==> src/rtl/pipeline_ctrl.sv <==
// pipeline_ctrl: hazard / branch / memory-wait controller for a 5-stage pipe.
//
// Ports:
//   clk, rst          clock (rising edge), asynchronous active-high reset
//   branch_taken      EX-stage branch resolved taken
//   hazard            ID-stage RAW hazard
//   mem_req           MEM-stage load/store active
//   mem_ready         data memory completes the access this cycle
//   freeze_pc         hold the PC register
//   freeze_if         freeze IF/ID
//   flush_if          flush IF/ID
//   flush_id          bubble into ID/EX
//   freeze_mem        hold ID/EX, EX/MEM, MEM/WB
//   mem_err           sticky memory-timeout error
//   stall_cycles      saturating count of freeze_pc cycles
//   flush_count       saturating count of flush_if cycles
//
// Control outputs are combinational from state, inputs and the pending-branch
// flag; everything else is registered.
module pipeline_ctrl #(
  parameter int unsigned MEM_TIMEOUT = 16  // legal range 2..255
) (
  input  logic        clk,
  input  logic        rst,
  input  logic        branch_taken,
  input  logic        hazard,
  input  logic        mem_req,
  input  logic        mem_ready,
  output logic        freeze_pc,
  output logic        freeze_if,
  output logic        flush_if,
  output logic        flush_id,
  output logic        freeze_mem,
  output logic        mem_err,
  output logic [15:0] stall_cycles,
  output logic [7:0]  flush_count
);

  typedef enum logic [1:0] {
    RUN      = 2'd0,
    MEM_WAIT = 2'd1,
    ERROR    = 2'd2
  } state_e;

  localparam logic [7:0] TIMEOUT = 8'(MEM_TIMEOUT);

  state_e      state_q;
  logic [7:0]  wait_cnt_q;
  logic        br_pend_q;
  logic        mem_err_q;
  logic [15:0] stall_q;
  logic [7:0]  flush_q;

  logic mem_stall;
  logic wait_done;
  logic branch_any;

  assign mem_stall  = mem_req & ~mem_ready;
  // A dropped request ends the wait just like a completed access.
  assign wait_done  = mem_ready | ~mem_req;
  assign branch_any = branch_taken | br_pend_q;

  // Control outputs
  always_comb begin
    freeze_pc  = 1'b0;
    freeze_if  = 1'b0;
    flush_if   = 1'b0;
    flush_id   = 1'b0;
    freeze_mem = 1'b0;
    unique case (state_q)
      RUN: begin
        // Priority: memory stall > branch > data hazard.
        if (mem_stall) begin
          freeze_pc  = 1'b1;
          freeze_if  = 1'b1;
          freeze_mem = 1'b1;
        end else if (branch_any) begin
          flush_if = 1'b1;
          flush_id = 1'b1;
        end else if (hazard) begin
          freeze_pc = 1'b1;
          freeze_if = 1'b1;
          flush_id  = 1'b1;
        end
      end
      MEM_WAIT: begin
        if (!wait_done) begin
          freeze_pc  = 1'b1;
          freeze_if  = 1'b1;
          freeze_mem = 1'b1;
        end
      end
      ERROR: begin
        freeze_pc  = 1'b1;
        freeze_if  = 1'b1;
        freeze_mem = 1'b1;
      end
      default: ;
    endcase
  end

  // State, wait counter, pending branch, error flag and statistics
  always_ff @(posedge clk or posedge rst) begin
    if (rst) begin
      state_q    <= RUN;
      wait_cnt_q <= 8'd0;
      br_pend_q  <= 1'b0;
      mem_err_q  <= 1'b0;
      stall_q    <= 16'd0;
      flush_q    <= 8'd0;
    end else begin
      if (freeze_pc && stall_q != 16'hFFFF) stall_q <= stall_q + 16'd1;
      if (flush_if  && flush_q != 8'hFF)    flush_q <= flush_q + 8'd1;

      unique case (state_q)
        RUN: begin
          if (mem_stall) begin
            state_q    <= MEM_WAIT;
            wait_cnt_q <= 8'd1;
            // Branch resolved while memory stalls: remember it, flush later.
            if (branch_taken) br_pend_q <= 1'b1;
          end else if (branch_any) begin
            br_pend_q <= 1'b0;
          end
        end
        MEM_WAIT: begin
          if (branch_taken) br_pend_q <= 1'b1;
          if (wait_done) begin
            // Pending flush happens in the following RUN cycle.
            state_q    <= RUN;
            wait_cnt_q <= 8'd0;
          end else if (wait_cnt_q == TIMEOUT) begin
            state_q   <= ERROR;
            mem_err_q <= 1'b1;
          end else begin
            wait_cnt_q <= wait_cnt_q + 8'd1;
          end
        end
        ERROR: mem_err_q <= 1'b1;  // only reset leaves ERROR
        default: state_q <= RUN;
      endcase
    end
  end

  assign mem_err      = mem_err_q;
  assign stall_cycles = stall_q;
  assign flush_count  = flush_q;

endmodule

==> config.mk <==
export PLATFORM = sky130hd
export DESIGN_NAME = pipeline_ctrl
export DESIGN_NICKNAME = d
export VERILOG_FILES = /design/src/rtl/pipeline_ctrl.sv
export SDC_FILE = /design/constraint.sdc
export NUM_CORES = 1
export LEC_CHECK = 0
export ABC_AREA = 1
export CAP_MARGIN = 20
export CORE_MARGIN = 1
export CORE_UTILIZATION = 34
export DETAILED_ROUTE_END_ITERATION = 8
export HOLD_SLACK_MARGIN = 0.03
export SLEW_MARGIN = 20
export SYNTH_ARGS = -nofsm -noshare
export SYNTH_HDL_FRONTEND = slang
export SYNTH_SLANG_ARGS = --single-unit
==> constraint.sdc <==
create_clock -name clk -period 1.5 [get_ports clk]
set_input_delay 0.375 -clock clk [delete_from_list [all_inputs] [get_ports clk]]
set_output_delay 0.375 -clock clk [all_outputs]
set_load 0.005 [all_outputs]
==> reports/metrics.csv <==
metric,value,unit
die_h,80.9,um
ys_ff_latch,36,
grt_first_pass_wirelength,9420,um
ff2ff_path_depth,10,
fill_cells,579,
final-setup-viol-count,4,
wl_per_cell,12.1,um
cts_buffer_depth,2,
place_area,2850,um2
yosys_warnings,0,
rows,28,
vias,2267,
period_share,105,%
grt_max_degree,24,
first_pass_iters,4,
status,"complete, but fails checks",
critPathKind,flop to output port,
first_global_vias,2122,
avgSynthCellArea,7.03,um2
io_buffers,35,
cts-root-buf,clkbuf_8,
cap_violations,0,
violations,setup timing,
insertion_delay,300,ps
r2r_slack,20,ps
post-route-util,56.2,%
worstSetupEndpointType,output port,
dieWidth,80.9,um
synth-main-ff-cell,dfrtp_1,
synth_common_cells,"117 x nand2_1, 37 x inv_1, 36 x dfrtp_1",
synth_fp_nets,311,
synth_edf_count,0,
rsz0062_at_grt,yes,
hold_buffers,0,
diodes,0,
nets,418,
crit_start,state_q[0],
fmax,637,MHz
seq_area,905,um2
drtAntennaViolNets,0,
async_reset_ff_share,100,%
p_per_area,574,nW/um2
timing.rr.end,stall_cycles[2],
grt_overflow,0,
die_area,6550,um2
multi_input_area,1200,um2
slew_violations,0,
hp-class,input port to asynchronous set/reset pin,
ys_seq_area_share,42.6,%
avgViaCountPerCell,4.68,
yosysTopAreaCell,dfrtp_1,
design_area,3350,um2
layout_setup_ws,-70.4,ps
synth_cell_types,23,
yosys-top-cells-area,"dfrtp_1 43%, nand2_1 21%, inv_1 6.6%",
peakVddDrop,437,uV
totalWireLength,5880,um
dr.first_iter.drc_count,128,
hold_viol_final,0,
cts.sinks,36,
drive_gt1_share,29.6,%
cp.required,1120,ps
gp_congestion,0.882,
path_max_fanout,4,
top_level_ports,36,
h-tree-depth,2,
drc,0,
dp_slack,-651,ps
syn-cell-area,2120,um2
rr_startpoint,state_q[0],
period_needed,1570,ps
cts_buffers,5,
core_area,5960,um2
syn_to_final_growth,58.2,%
cts_tree,done,
start_kind,flop,
slew_headroom,78.6,%
skew,1.60,ps
yosysMostFrequentCell,nand2_1,
antenna_found_initial,0,
synth_top_area_share,42.6,%
syn_inst,301,
p_leak,1.69,nW
worstMarginPinSlew,320,ps
clkTransAtPathRegs,80,ps
arrival,1200,ps
hpwl,3900,um
gr-usage-all-layers,19.0,%
start_util,35.5,%
-- power breakdown --
part | internal, W | switching [W] | leakage (nW)
clock network | 0.000492 | 0.000391 | 0.0541
registers | 0.000971 | 0.000000898 | 0.460
logic | 0.0000283 | 0.0000379 | 1.17
total | 0.00149 | 0.000430 | 1.69
-- how the worst max path moves through the flow --
stage	cells past startpoint	end	slack [ps]
finish	5	freeze_pc	-70
global route	5	freeze_pc	-150
CTS	4	flush_if	-130
detailed placement	6	flush_if	-650
global placement	6	flush_if	-610
floorplan	9	stall_cycles[3]	0.6
-- cell families (layout without fill, tap and decap cells) --
group	Yosys count	count (layout)	share of synthesized area (%)
AND/OR/NAND/NOR	184	184	35.9
buffers and inverters	43	151	8.51
flip-flops	36	36	42.6
AO/OA/AOI/OAI	23	23	6.09
XOR/XNOR	11	11	4.55
adder cells (fa/ha/maj)	4	4	2.36
-- through the flow --
step | cells | power, W | hold WS [ps] | setup TNS [ps]
final | 484 | 0.00192 | 316 | -214
after global routing | 484 | 0.00199 | 340 | -1250
after CTS | 482 | 0.00194 | 315 | -364
after detailed placement | 449 | 0.00105 | 456 | -14240
after global placement | 449 | 0.00105 | 455 | -12510
after floorplan | 301 | 0.00101 | 439 | 0
-- flip-flops by register name (all words and copies together) (netlist names) --
name          count
state_q           2
wait_cnt_q        8
br_pend_q         1
flush_count       8
stall_cycles     16
mem_err           1
-- routing by layer --
metal / GRT usage, % / share of wire, %
met2: 31.8 / 50
met1: 24.2 / 44
met5: 0 / 0
met3: 3.26 / 3.7
met4: 8.04 / 2.5
-- cell usage in the layout, fill, tap and decap left out, types with 4 or more instances in the layout --
master and count:
nand2_2 7, clkdlybuf4s15_1 5, nor2_1 25, nor2_4 5
buf_4 55, nand4_1 9, nand2_1 107, clkbuf_8 5
o21ai_1 4, xor2_1 4, inv_2 4, nand3_1 16
dlygate4sd2_1 24, o21ai_0 11, inv_1 33, nor2_2 4
xnor2_1 7, buf_6 14, dfrtp_1 33
-- cell type report --
type / count / share of cell area, %
inverters: 40 / 4.78
well taps: 75 / 2.80
clock inverters: 3 / 1.27
clock buffers: 5 / 2.06
multi-input cells: 222 / 35.9
repair buffers: 103 / 26.2
flip-flops and latches: 36 / 27.0
-- critical path: stages (launching register included) --
cell and delay [ps]:
dfrtp_1 390, inv_2 130, buf_6 120, nand3_4 60, nand3_4 90, buf_6 100
-- what timing repair did --
item / in CTS / in global routing
buffers inserted: 28 / 5
pin swaps: 4 / 13
gates resized for setup: 77 / 48
setup endpoints to repair: 52 / 46
gates cloned: 0 / 1
No activity file was read; power rests on OpenSTA's default activity.
